### src/rtl/axi2apb_pkg.sv
// axi2apb shared types and constants.
// State encoding, timeout defaults and completion-flag layout.
package axi2apb_pkg;

  typedef enum logic [1:0] {
    ST_IDLE   = 2'd0,
    ST_SETUP  = 2'd1,
    ST_ACCESS = 2'd2,
    ST_FINISH = 2'd3
  } xfer_state_e;

  localparam int unsigned TO_BITS_DEF = 8;
  localparam int unsigned TO_CYC_DEF  = 255;

  localparam int unsigned FLG_SLVERR  = 0;
  localparam int unsigned FLG_TIMEOUT = 1;
  localparam int unsigned FLG_W       = 2;

  function automatic logic launch_ok(
    input logic valid,
    input logic rd,
    input logic rd_full,
    input logic wr_full
  );
    return valid & ~(rd ? rd_full : wr_full);
  endfunction

endpackage

### src/rtl/axi2apb_timeout_cnt.sv
// ACCESS-phase watchdog: saturating counter with clear/enable
// and a terminal-count flag at TO_CYC-1.
module axi2apb_timeout_cnt #(
  parameter int unsigned TO_BITS = 8,
  parameter int unsigned TO_CYC  = 255
) (
  input  logic clk,
  input  logic rst,
  input  logic clr_i,
  input  logic en_i,
  output logic tc_o
);

  localparam logic [TO_BITS-1:0] TC_VAL = TO_BITS'(TO_CYC - 1);

  logic [TO_BITS-1:0] cnt_q, cnt_d;

  always_comb begin
    cnt_d = cnt_q;
    if (clr_i) begin
      cnt_d = '0;
    end else if (en_i && (cnt_q != '1)) begin
      cnt_d = cnt_q + 1'b1;
    end
  end

  always_ff @(posedge clk or posedge rst) begin
    if (rst) begin
      cnt_q <= '0;
    end else begin
      cnt_q <= cnt_d;
    end
  end

  assign tc_o = (cnt_q == TC_VAL);

endmodule

### src/rtl/axi2apb_xfer_ctrl.sv
// APB transfer sequencer: pops a command, runs SETUP/ACCESS,
// and pulses a read or write completion with error qualifiers.
module axi2apb_xfer_ctrl
  import axi2apb_pkg::*;
#(
  parameter int unsigned TO_BITS = TO_BITS_DEF,
  parameter int unsigned TO_CYC  = TO_CYC_DEF,
  parameter bit          TO_EN   = 1'b1
) (
  input  logic clk,
  input  logic reset,
  input  logic cmd_valid,
  input  logic cmd_read,
  output logic cmd_ready,
  input  logic rsp_rd_full,
  input  logic rsp_wr_full,
  output logic psel,
  output logic penable,
  output logic pwrite,
  input  logic pready,
  input  logic pslverr,
  output logic finish_rd,
  output logic finish_wr,
  output logic slverr,
  output logic timeout,
  output logic busy
);

  xfer_state_e state_q, state_d;
  logic        pwrite_q, pwrite_d;
  logic        to_q, to_d;
  logic        psel_q, psel_d;
  logic        pen_q, pen_d;
  logic        cnt_clr, cnt_en, cnt_tc;
  logic        launch, fin;
  logic [FLG_W-1:0] flags;

  assign launch = launch_ok(cmd_valid, cmd_read, rsp_rd_full, rsp_wr_full);

  axi2apb_timeout_cnt #(
    .TO_BITS (TO_BITS),
    .TO_CYC  (TO_CYC)
  ) u_to_cnt (
    .clk   (clk),
    .rst   (reset),
    .clr_i (cnt_clr),
    .en_i  (cnt_en),
    .tc_o  (cnt_tc)
  );

  always_comb begin
    state_d  = state_q;
    pwrite_d = pwrite_q;
    to_d     = to_q;
    cnt_clr  = 1'b0;
    cnt_en   = 1'b0;
    unique case (state_q)
      ST_IDLE: begin
        if (launch) begin
          state_d  = ST_SETUP;
          pwrite_d = ~cmd_read;
          to_d     = 1'b0;
        end
      end
      ST_SETUP: begin
        state_d = ST_ACCESS;
        cnt_clr = 1'b1;
      end
      ST_ACCESS: begin
        if (pready) begin
          state_d = ST_FINISH;
          to_d    = 1'b0;
        end else if (TO_EN && cnt_tc) begin
          state_d = ST_FINISH;
          to_d    = 1'b1;
        end else begin
          cnt_en = 1'b1;
        end
      end
      ST_FINISH: begin
        // the queue presents the next command while the pop is acknowledged
        if (launch) begin
          state_d  = ST_SETUP;
          pwrite_d = ~cmd_read;
          to_d     = 1'b0;
        end else begin
          state_d = ST_IDLE;
        end
      end
      default: state_d = ST_IDLE;
    endcase
    psel_d = (state_d == ST_SETUP) || (state_d == ST_ACCESS);
    pen_d  = (state_d == ST_ACCESS);
  end

  always_ff @(posedge clk or posedge reset) begin
    if (reset) begin
      state_q  <= ST_IDLE;
      pwrite_q <= 1'b0;
      to_q     <= 1'b0;
      psel_q   <= 1'b0;
      pen_q    <= 1'b0;
    end else begin
      state_q  <= state_d;
      pwrite_q <= pwrite_d;
      to_q     <= to_d;
      psel_q   <= psel_d;
      pen_q    <= pen_d;
    end
  end

  assign fin = (state_q == ST_FINISH);

  always_comb begin
    flags              = '0;
    flags[FLG_SLVERR]  = fin & (pslverr | to_q);
    flags[FLG_TIMEOUT] = fin & to_q;
  end

  assign cmd_ready = fin;
  assign finish_rd = fin & ~pwrite_q;
  assign finish_wr = fin & pwrite_q;
  assign slverr    = flags[FLG_SLVERR];
  assign timeout   = flags[FLG_TIMEOUT];
  assign psel      = psel_q;
  assign penable   = pen_q;
  assign pwrite    = pwrite_q;
  assign busy      = (state_q != ST_IDLE);

endmodule

### config.mk
export PLATFORM = sky130hd
export DESIGN_NAME = axi2apb_xfer_ctrl
export DESIGN_NICKNAME = d
export VERILOG_FILES = /design/src/rtl/axi2apb_pkg.sv /design/src/rtl/axi2apb_timeout_cnt.sv /design/src/rtl/axi2apb_xfer_ctrl.sv
export SDC_FILE = /design/constraint.sdc
export NUM_CORES = 1
export LEC_CHECK = 0
export CAP_MARGIN = 30
export CORE_MARGIN = 3
export CORE_UTILIZATION = 35
export CTS_CLUSTER_SIZE = 16
export DETAILED_ROUTE_END_ITERATION = 16
export HOLD_SLACK_MARGIN = 0.05
export PLACE_DENSITY = 0.6
export SYNTH_ARGS = -nofsm -noshare
export SYNTH_HDL_FRONTEND = slang
export SYNTH_SLANG_ARGS = --single-unit
### constraint.sdc
create_clock -name clk -period 2.02 [get_ports clk]
set_clock_uncertainty 0.1 [all_clocks]
set_input_delay 0.404 -clock clk [delete_from_list [all_inputs] [get_ports clk]]
set_output_delay 0.404 -clock clk [all_outputs]
set_load 0.01 [all_outputs]
==> results.md, run 1 <==
Place:
- The congestion estimate from routability-driven global placement came to 0.7464.
- The post-DP HPWL is 1276 microns.
- Input and output buffers added on the ports amount to 16.

Clocking:
- TritonCTS built the clock tree.
- In this run the number of H-tree levels came out at 1.
- The clock reaches the later pin of the worst-skew pair after 0.28 ns.
- The clock transition at the register clock pins on the worst setup and hold paths after CTS is 0.08 ns.
- The longest clock path from root to sink contains 2 buffers.
- Buffers inserted during clock tree synthesis total 3.
- The CTS sink count is 14.
- In this run the clock root is driven by a sky130_fd_sc_hd__clkbuf_4.

Timing:
- Hold timing on the final database bottoms out at a slack of 0.3444 ns.
- Derived from the worst setup path, the maximum achievable clock frequency is 0.5200 GHz.
- Setup violations remaining at the end of the flow were counted as 0.
- In the finished design, the share of the clock period the worst path needs comes to 0.9520.
- Setup repair after global routing left no endpoint under its margin.
- The time the worst path needs with I/O delays and setup is 1.923 ns.
- The hold violation count in the final report is 0.
- For the pin with the worst max-slew slack, the measured transition is 0.5236 ns.
- The worst slew margin relative to its limit is 0.6506.
- The total count of max-transition violations in the final report is 0.
- The final sum of negative setup slack is 0 ns.

Setup path:
- The end of the critical path is u_to_cnt.cnt_q[5].
- STA puts the critical path data required time at 2.14 ns.
- The launching element of the worst setup path is state_q[0].
- The number of cells traversed by the worst register-to-register path is 7.
- The delay of the slowest cell on the worst path is 0.46 ns.
- STA classifies the critical path endpoint as a flip-flop.
- The setup check on the worst reg-to-reg path leaves a slack of 0.1 ns.
- The worst register-to-register path begins at state_q[0].
- The startpoint type of the worst setup path is a flip-flop.
- STA puts the critical path data arrival time at 2.04 ns.
- Walking the worst path, the cells encountered are buf_4 > inv_1 > ha_1 > and2b_2 > o21ai_2 > or4_1 > a21oi_1.
- By startpoint and endpoint, the worst setup path is classified as flip-flop to flip-flop.
- The largest individual stage delay along the critical path comes from the cell sky130_fd_sc_hd__or4_1.
- The worst register-to-register path ends at u_to_cnt.cnt_q[5].
- Along the worst path, the maximum fanout reaches 5.

Drt:
- The number of DRC violations after detailed-routing iteration 0 is 11.
- The count of nets left with antenna violations once routing finished came out at 0.
- For this block, the routed nets add up to 1698 microns of wire.
- The overall via count from detail_route is 694.
- After detailed routing, the number of remaining DRC violations is 0.
- The first TritonRoute pass finished after 4 iterations.
- In the final routed layout, each cell accounts on average for 12.67 microns.
- The per-cell via count in the routed design is 5.179.

Synthesis:
- The prevailing post-synth register cell is sky130_fd_sc_hd__dfrtp_1.
- Yosys mapped the design onto 38 distinct sky130hd cell types.
- The synthesized design contains 14 register bits.
- Yosys mapped a number of flops with a built-in enable equal to 0.
- For this run, the number of Yosys warnings is 0.
- A synthesized cell averages 10.16 sq um.
- Synthesis produced a netlist with a net count of 100.
- The sequential fraction of the synthesis area is 0.4106.
- The netlist area before placement is 853.3 sq um.
- In the synthesized netlist the async set-or-reset flop fraction comes to 1.000.
- Synthesis handed over a netlist of 84 instances.

Floorplan:
- Measured along the x axis, the die boundary spans 55.38 microns.
- The core outline area is 0.002255 sq mm.
- The initialized floorplan defines 17 standard-cell rows.
- The initial utilization of the core area, before any placement, comes to 0.3785.
- The vertical die dimension is 55.38 microns.
- Pin placement for this block handled 17 I/O pins.
- The area of the die is 0.003066 sq mm.

Finish:
- Measured on the finished design, the core utilization comes to 0.4939.
- In the final design database the tool counted 124 nets.
- The fraction of final layout cells sized beyond drive strength 1 is 0.1415.
- In the layout the commonest cells are sky130_fd_sc_hd__dfrtp_1 (14), sky130_fd_sc_hd__clkdlybuf4s50_1 (11), sky130_fd_sc_hd__inv_1 (8).
- The final antenna diode count is 0.
- The library cell used most frequently in the layout, excluding fill and tap cells, is sky130_fd_sc_hd__dfrtp_1.
- Fill cells in the final layout number 220.
- Relative to the synthesized area, the layout overhead comes to 30.50%.

GRT:
- The via count of the first global-routing pass is 706.
- The first global-routing pass estimated 3049 microns of wire.
- The remaining global-route overflow is 0.
- Entering global routing, the biggest net connects 15 pins.
- The overall routing resource usage is 0.1226.
- The number of antenna violations at the first check in global routing is 0.

Power and ir drop:
- Across the VDD grid, the largest voltage drop is 717.9 uV.
- The analysis attributes to cell leakage a power of 0.5552 nW.
- In this run the power density over the cells is 1145 mW/mm^2.
- Overall power consumption after layout is estimated at 1.275 mW.

Hold path:
- The min-delay analysis places its worst path in the category primary input to async pin.

Outcome:
- The flow ran to the end, and the final reports show no timing, DRC or antenna violations.

Run:
- Max-cap violations in this run came to 0.
==> worst min-delay path by stage <==
stage	endpoint	cells past startpoint
final	u_to_cnt.cnt_q[1]	2
after global routing	state_q[1]	2
after CTS	state_q[1]	2
after detailed placement	to_q	1
after floorplan	penable	1
after global placement	to_q	1
==> flip-flops by register name (all words and copies together), names as in the netlist <==
name,cells
pwrite,1
u_to_cnt.cnt_q,8
state_q,2
to_q,1
psel,1
penable,1
==> where the power goes <==
part	switching [mW]	total, mW	internal [mW]
logic	0.325	0.679	0.354
registers	0.0660	0.433	0.367
clock network	0.0938	0.163	0.0693
total	0.485	1.28	0.791
==> final cells by class <==
type                    instances  area, sq um  area share
multi-input cells              59        465.4      0.4180
inverters                       8        30.03     0.02697
well taps                      28        35.03     0.03146
flip-flops and latches         14        350.3      0.3146
repair buffers                 22        210.2      0.1888
clock buffers                   3        22.52     0.02022
==> layer usage <==
| layer | global-route usage | part of all wire |
|---|---|---|
| met5 | 0 | 0 |
| met4 | 0.06250 | 0.028 |
| met3 | 0.02336 | 0.022 |
| met2 | 0.1943 | 0.48 |
| met1 | 0.1577 | 0.47 |
==> per-stage QoR <==
step | cell area, sq um | instances | setup slack, ns
6_report | 1114 | 134 | 0.09700
5_1_grt | 1114 | 134 | 0.0008042
4_1_cts | 1106 | 134 | 0.003696
3_5_place_dp | 1051 | 128 | -0.009226
3_3_place_gp | 1051 | 128 | 0.002859
2_1_floorplan | 853.3 | 84 | 0.3014
==> cells by family after synthesis <==
| logic type | Yosys count | share of synthesized area |
|---|---|---|
| mux | 1 | 0.01173 |
| simple gates | 24 | 0.1716 |
| xor+xnor | 5 | 0.05133 |
| fa+ha+maj | 8 | 0.1173 |
| flops | 14 | 0.4106 |
| compound gates | 21 | 0.1789 |
| buf+inv | 11 | 0.05864 |
==> synth_stat cells (all sizes together), types with 2 or more instances <==
cell type | count | area (sq um)
o31ai | 3 | 22.52
nand4 | 2 | 18.77
o211ai | 2 | 20.02
xnor2 | 3 | 26.28
and2 | 3 | 18.77
xor2 | 2 | 17.52
nor2 | 5 | 18.77
nand2 | 4 | 15.01
a21oi | 3 | 15.01
inv | 8 | 30.03
buf | 2 | 15.01
dfrtp | 14 | 350.3
ha | 8 | 100.1
o21ai | 5 | 28.77
==> repair_timing <==
action                                  in CTS  in global routing
hold buffers                                 0                  0
endpoints found under the setup margin       6                  4
cloned                                       0                  0
buffers inserted                             3                  0
gates resized for setup                      4                  3
pin swaps                                    0                  1
==> worst max-delay path, delay by kind of cell, from the launching register on <==
family	cells	cell delay (ns)
DFF	1	0.41
adders and majority gates	1	0.24
and+or+nand+nor	2	0.65
AOI/OAI and AO/OA	2	0.21
buffers and inverters	2	0.25
Power figures use the tool's default switching activity.
==> run 2, diff against run 1 <==
--- a/config.mk
+++ b/config.mk
@@ -5,13 +5,15 @@
 export SDC_FILE = /design/constraint.sdc
 export NUM_CORES = 1
 export LEC_CHECK = 0
+export ABC_AREA = 1
+export ABC_CLOCK_PERIOD_IN_PS = 2020
 export CAP_MARGIN = 30
 export CORE_MARGIN = 3
 export CORE_UTILIZATION = 35
 export CTS_CLUSTER_SIZE = 16
 export DETAILED_ROUTE_END_ITERATION = 16
 export HOLD_SLACK_MARGIN = 0.05
-export PLACE_DENSITY = 0.6
+export PLACE_DENSITY = 0.59
 export SYNTH_ARGS = -nofsm -noshare
 export SYNTH_HDL_FRONTEND = slang
 export SYNTH_SLANG_ARGS = --single-unit
==> results.md, run 2 <==
Drt:
- The overall via count from detail_route came to 816 (+18%).
- The post-detailed-route DRC marker count is 0 (unchanged).
- The number of DRC violations after detailed-routing iteration 0 is 7 (-4).
- The aggregate routed wire length is 1869 microns (+10%).
- The length of the first detailed-routing pass in iterations is 3 (-1).
- The mean routed wirelength per cell is 10.50 microns (-17%).
- The final antenna-violating net count is 0 (unchanged).
- The per-cell via count in the routed design is 4.584 (-11%).

Timing:
- The worst slack on hold paths was 0.3536 ns (+0.009251 ns).
- The post-route clock period utilization was 0.9628 (+0.01085).
- The least setup slack across all paths after layout is 0.07508 ns (-0.02192 ns).
- The hold violation count in the final report was 0 (unchanged).
- The highest clock rate is 0.5142 GHz (-1.1%).
- The final sum of negative setup slack is 0 ns (unchanged).
- The worst slew margin relative to its limit was 0.6240 (-0.02657).
- The slew at the pin closest to its max-slew limit was 0.5634 ns (+0.03981 ns).
- Setup repair after global routing left no endpoint under its margin.
- The total count of max-transition violations in the final report came to 0 (unchanged).
- The total setup violations reported at the end of the flow came to 0 (unchanged).
- The time the worst path needs with I/O delays and setup is 1.945 ns (+0.02192 ns).

Synthesis:
- The netlist area before placement was 970.9 sq um (+14%).
- The number of distinct library cells after synthesis came to 21 (-45%).
- The count of mapped cells out of synthesis is 125 (+49%).
- The compound-gate portion of the synthesized area came to 0.02320 (-0.1557).
- The sequential fraction of the synthesis area is 0.3608 (-0.04973).
- The prevailing post-synth register cell is sky130_fd_sc_hd__dfrtp_1.
- The multiplexer share of the synthesized area is 0 (-0.01173).
- The mean instance size in the synthesized netlist was 7.767 sq um (-24%).
- The synthesized-area fraction occupied by xor and xnor cells is 0.03608 (-0.01524).
- The biggest area contributor in the post-synthesis netlist is sky130_fd_sc_hd__dfrtp_1.
- The portion of synthesized cell area occupied by the leading cell type is 0.3608 (-0.04973).
- Ranked by instance count, the synthesized netlist is headed by sky130_fd_sc_hd__nand2_1 (33), sky130_fd_sc_hd__inv_1 (21), sky130_fd_sc_hd__nand3_1 (16).
- The async set or reset register ratio after synthesis came to 1.000 (unchanged).
- By area, the combinational part of the netlist is dominated by simple AND/OR/NAND/NOR gates.
- The flip-flop and latch count after synthesis was 14 (unchanged).
- After synthesis, the cell types taking the most area are sky130_fd_sc_hd__dfrtp_1 (36%), sky130_fd_sc_hd__nand2_1 (13%), sky130_fd_sc_hd__ha_1 (10%).
- The total nets after synthesis was 141 (+41%).
- The simple-gate share of the synthesized area is 0.3827 (+0.2112).
- The synthesized-area fraction occupied by adder cells is 0.1031 (-0.01421).
- The total number of yosys warnings came to 0 (unchanged).
- The most instantiated library cell after synthesis is sky130_fd_sc_hd__nand2_1.
- The number of synthesized flops with an enable pin came to 0 (unchanged).

GRT:
- The largest net degree at the start of global routing was 18 (+3).
- The remaining global-route overflow came to 0 (unchanged).
- The global-route wire length before repair is 3450 microns (+13%).
- The number of antenna violations at the first check in global routing is 0 (unchanged).
- The overall routing resource usage is 0.1298 (+0.007213).
- The via count of the first global-routing pass is 787 (+11%).

Power and ir drop:
- The worst voltage drop across the vdd grid is 1040 uV (+45%).
- The power share of the clock group is 0.159 (+0.031).
- The design internal power is 0.7932 mW (+0.32%).
- The switching fraction of total power is 0.4144 (+0.03436).
- The total power per unit cell area is 1096 mW/mm^2 (-4.3%).
- The switching component of the power is 0.5613 mW (+16%).
- The sequential power share came to 0.314 (-0.026).
- The leakage power of the design is 0.6840 nW (+23%).
- The relative contribution of combinational cells to total power is 0.528 (-0.004).

Floorplan:
- The I/O pin count was 17 (unchanged).
- The effective utilization at floorplan is 0.3782 (about the same).
- The core outline area is 0.002567 sq mm (+14%).
- The area of the die is 0.003442 sq mm (+12%).
- The vertical die dimension came to 58.67 microns (+6.0%).
- The number of placement rows came to 18 (+1).
- The die outline width is 58.67 microns (+6.0%).

Place:
- The number of placed cells counting well taps came to 171 (+34%).
- The total cell area at the placement stage is 0.001171 sq mm (+11%).
- The weighted congestion at the end of routability-driven global placement was 0.6952 (-6.9%).
- The number of buffers inserted by port buffering is 16 (unchanged).
- The post-DP HPWL is 1388 microns (+8.8%).
- The placement-stage worst setup slack came to 0.01239 ns (+0.02162 ns).

Clocking:
- The root cell of the clock tree is sky130_fd_sc_hd__clkbuf_4.
- The largest buffer count on any clock path is 2 (unchanged).
- The cts-stage hold buffer count is 0 (unchanged).
- The H-tree depth reported by CTS came to 1 (unchanged).
- The CTS sink count was 14 (unchanged).
- The clock tree from TritonCTS is yes.
- The insertion delay of the later-clocked pin in the worst-skew pair is 0.29 ns (about the same).
- The clock transition at the register clock pins on the worst setup and hold paths after CTS is 0.09 ns (about the same).
- The CTS buffer count is 3 (unchanged).

Finish:
- The total number of nets in the final design is 165 (+33%).
- The number of flip-flops in the largest register is 8 (unchanged).
- The library cell used most frequently in the layout, excluding fill and tap cells, is sky130_fd_sc_hd__nand2_1.
- The fraction of final layout cells sized beyond drive strength 1 is 0.1757 (+0.03417).
- In the layout the commonest cells are sky130_fd_sc_hd__nand2_1 (33), sky130_fd_sc_hd__inv_1 (19), sky130_fd_sc_hd__nand3_1 (16).
- The synthesis-to-finish area growth is 27.32%.
- The final antenna diode count is 0 (unchanged).
- The largest register by flop count is u_to_cnt.cnt_q.
- The largest registers in the layout are u_to_cnt.cnt_q: 8 flops, state_q: 2 flops.
- The post-route cell area is 0.001236 sq mm (+11%).
- The final non-filler cell total is 178 (+33%).
- The final-layout fill cell count is 277 (+26%).

Setup path:
- The category of the critical setup timing path is flip-flop to output pin.
- The number of cells traversed by the worst register-to-register path is 8 (+1).
- The most critical setup path has its startpoint at state_q[0].
- The maximum fanout along the worst path came to 6 (+1).
- For this design, the slowest cell found on the critical path is sky130_fd_sc_hd__clkdlybuf4s50_1.
- The worst path required time is 1.52 ns (-0.62 ns).
- The delay of the slowest cell on the worst path is 0.54 ns (+0.08 ns).
- The data arrival time of the critical path was 1.44 ns (-0.60 ns).
- The critical path goes through ha_4 > clkdlybuf4s50_1.
- The worst setup path is captured at an output pin.
- In this run the critical register-to-register path is launched from state_q[1].
- The startpoint type of the worst setup path is a flip-flop.

Hold path:
- The worst min-delay path category is primary input to async pin.

Outcome:
- The flow ran to the end, and the final reports show no timing, DRC or antenna violations.

Run:
- The number of max-cap violations is 0 (unchanged).
==> run 2: changes by cell type in the layout (fill, tap and decap cells not counted), sizes merged, moves of 3 or more <==
cell,previous run,this run
dlygate4sd2,2,5
dlymetal6s2s,3,0
nand3,1,20
and2,3,0
nor2,5,10
inv,8,22
o21ai,5,1
nand2,4,38
==> run 2: worst paths after layout <==
path / endpoint / slack [ns]
setup / recovery: cmd_ready / 0.08
min in group clk: to_q / 0.39
max in group asynchronous: u_to_cnt.cnt_q[6] / 1.09
setup reg to reg: u_to_cnt.cnt_q[7] / 0.28
hold reg to reg: to_q / 0.39
hold / removal: state_q[1] / 0.35
==> run 2: area by class of cell <==
| cell class | count | area (sq um) | share of cell area |
|---|---|---|---|
| Inverter | 23 | 86.33 | 0.06984 |
| Multi-Input combinational cell | 87 | 541.8 | 0.4383 |
| Sequential cell | 14 | 350.3 | 0.2834 |
| Timing Repair Buffer | 20 | 183.9 | 0.1488 |
| Clock buffer | 4 | 36.28 | 0.02935 |
| Tap cell | 30 | 37.54 | 0.03036 |
==> run 2: through the flow <==
stage	power (mW)	util
2_1_floorplan	0.8578	-
3_3_place_gp	1.103	0.4561
3_5_place_dp	1.115	0.4561
4_1_cts	1.381	0.4815
5_1_grt	1.496	0.4815
6_report	1.354	0.4815
==> run 2: power groups by stage <==
stage	clock network (mW)	registers (mW)	logic (mW)
after floorplan	0	0.431	0.427
after global placement	0	0.425	0.678
after detailed placement	0	0.426	0.689
after CTS	0.227	0.426	0.728
after global routing	0.231	0.439	0.825
final	0.215	0.425	0.715
==> run 2: per-layer routing <==
layer  global-route usage  wire length (microns)
met3              0.04386                     95
met2               0.2185                    860
met5                    0                      0
met1               0.1608                    899
met4              0.02913                     13
==> run 2: kinds of logic (layout without fill, tap and decap cells) <==
family | after synthesis | after routing
simple gates | 71 | 71
buf+inv | 24 | 47
flops | 14 | 14
fa+ha+maj | 8 | 8
compound gates | 4 | 4
xor+xnor | 4 | 4
==> run 2: critical path, delay by kind of cell, from the launching register on <==
family,cells,cell delay [ns]
buf+inv,1,0.54
flops,1,0.41
fa+ha+maj,1,0.19
==> run 2: timing repair <==
| action | 4_1_cts | 5_1_grt |
|---|---|---|
| setup buffers | 3 | 0 |
| resized for setup | 8 | 1 |
| endpoints found under the setup margin | 6 | 1 |
==> edit, RTL diff (flow settings as in run 2) <==
Reset style: synchronous (`reset` and `rst`), changed in 2 clocked blocks.
--- a/src/rtl/axi2apb_timeout_cnt.sv
+++ b/src/rtl/axi2apb_timeout_cnt.sv
@@ -24,7 +24,7 @@
     end
   end
 
-  always_ff @(posedge clk or posedge rst) begin
+  always_ff @(posedge clk) begin
     if (rst) begin
       cnt_q <= '0;
     end else begin
--- a/src/rtl/axi2apb_xfer_ctrl.sv
+++ b/src/rtl/axi2apb_xfer_ctrl.sv
@@ -93,7 +93,7 @@
     pen_d  = (state_d == ST_ACCESS);
   end
 
-  always_ff @(posedge clk or posedge reset) begin
+  always_ff @(posedge clk) begin
     if (reset) begin
       state_q  <= ST_IDLE;
       pwrite_q <= 1'b0;
Behaviour: differs if reset is asserted again (counterexample within 4 cycles, from zero or initial values and one cycle with reset high); with reset held inactive, the same outputs for 10 cycles.
==> edit against run 2 <==
Synthesized area down 3.6%; sequential power down 10%; setup slack improved by 0.066 ns; register-to-register slack better by 0.11 ns; design area is 3.4% lower; synthesized cell count rose by 4.8%; total power is 22% lower; sequential cell count unchanged; via count increased by 3.9%; combinational power is 29% lower; routed wire length rose by 1.4%.
==> edit: results (changes against run 2) <==
metric,value,unit,change
result of the run,"finished, final reports clean",,unchanged
peak ir drop on the vdd network,0.486,mV,was 1.04 mV
number of cells in the design after placement,179,,was 171
width of the die,57.7,um,was 58.7 um
synthesized netlist net count,147,,was 141
Power Combinational,0.000510,W,was 0.000715 W
xor-xnor portion of the synthesized cell area,0.0281,,was 0.0361
Mapped Cells,131,,was 125
final worst setup slack,0.141,ns,was 0.0751 ns
Reg-to-Reg End,psel,,was u_to_cnt.cnt_q[7]
pin count of the biggest net entering global routing,9,,was 18
ClkCell Share,0.0189,,was 0.0294
most used flip-flop cell after synthesis,sky130_fd_sc_hd__dfxtp_1,,was sky130_fd_sc_hd__dfrtp_1
proportion of final cell area spent on non-clock buffers,0.160,,was 0.149
detailed router's first-iteration violation count,29,,was 7
HPWL reported at the end of detailed placement,1.47,mm,was 1.39 mm
gp weighted congestion,0.765,,was 0.695
buffers outside the clock class,19,,was 20
number of resized instances in the post-cts repair step,6,,was 8
static leakage,0.622,nW,was 0.684 nW
dpl cell area,1140,um^2,was 1170 um^2
global-route total usage across every layer,0.128,,was 0.130
adder and majority gate portion of the synthesized area,0.107,,was 0.103
proportion of register bits with asynchronous set or reset after synthesis,0,,was 1.00
largest cells by area after synthesis,"sky130_fd_sc_hd__dfxtp_1, sky130_fd_sc_hd__nand2_1, sky130_fd_sc_hd__ha_1",,"was sky130_fd_sc_hd__dfrtp_1, sky130_fd_sc_hd__nand2_1, sky130_fd_sc_hd__ha_1"
"Inverters, non-clock",25,,was 23
first-pass GRT wire length,3.28,mm,was 3.45 mm
path depth of the worst reg2reg path,11,,was 8
fraction of the yosys area taken by sequential cells,0.299,,was 0.361
buffer count from post-CTS setup fixing,0,,was 3
via/cell ratio,4.66,,was 4.58
Worst Hold Class,flip-flop to flip-flop,,was input port to asynchronous set/reset pin
Pre-Repair DR Iteration Count,4,,was 3
## edit: changes by cell type in the layout (fill, tap and decap cells not counted), moves of 3 or more
| cell | delta |
|---|---|
| sky130_fd_sc_hd__a21oi_1 | +6 |
| sky130_fd_sc_hd__dfrtp_1 | -14 |
| sky130_fd_sc_hd__dfxtp_1 | +12 |
| sky130_fd_sc_hd__dlygate4sd2_1 | -4 |
| sky130_fd_sc_hd__dlymetal6s2s_1 | +4 |
| sky130_fd_sc_hd__nand3_1 | -13 |
| sky130_fd_sc_hd__nor2_1 | +7 |
| sky130_fd_sc_hd__o21ai_1 | +3 |
## edit: worst reg2reg max path, stage by stage (launching register included)
cell and delay [ns]:
sky130_fd_sc_hd__dfxtp_1 0.34, sky130_fd_sc_hd__inv_1 0.08, sky130_fd_sc_hd__ha_1 0.14, sky130_fd_sc_hd__inv_1 0.04
sky130_fd_sc_hd__nor2_2 0.14, sky130_fd_sc_hd__nand2_4 0.09, sky130_fd_sc_hd__nand3_2 0.06, sky130_fd_sc_hd__nand2_1 0.06
sky130_fd_sc_hd__nand3_2 0.07, sky130_fd_sc_hd__nand2_2 0.05, sky130_fd_sc_hd__ha_1 0.28, sky130_fd_sc_hd__nor2_1 0.10
## edit: how the worst max path moves through the flow
| stage | start | end | cells past startpoint |
|---|---|---|---|
| after detailed placement | pslverr | slverr | 4 |
| after floorplan | u_to_cnt.cnt_q[0] | psel | 11 |
| after global placement | pslverr | slverr | 4 |
| after CTS | state_q[0] | slverr | 4 |
| final | state_q[0] | cmd_ready | 2 |
| after global routing | state_q[0] | cmd_ready | 2 |
## edit: layer usage
layer  vias up  GRT usage  share of wire
met5         -          0              0
met4         0     0.0960          0.015
met3         4     0.0267          0.048
met2        22      0.213           0.50
met1       379      0.142           0.44
li1        443          -              -
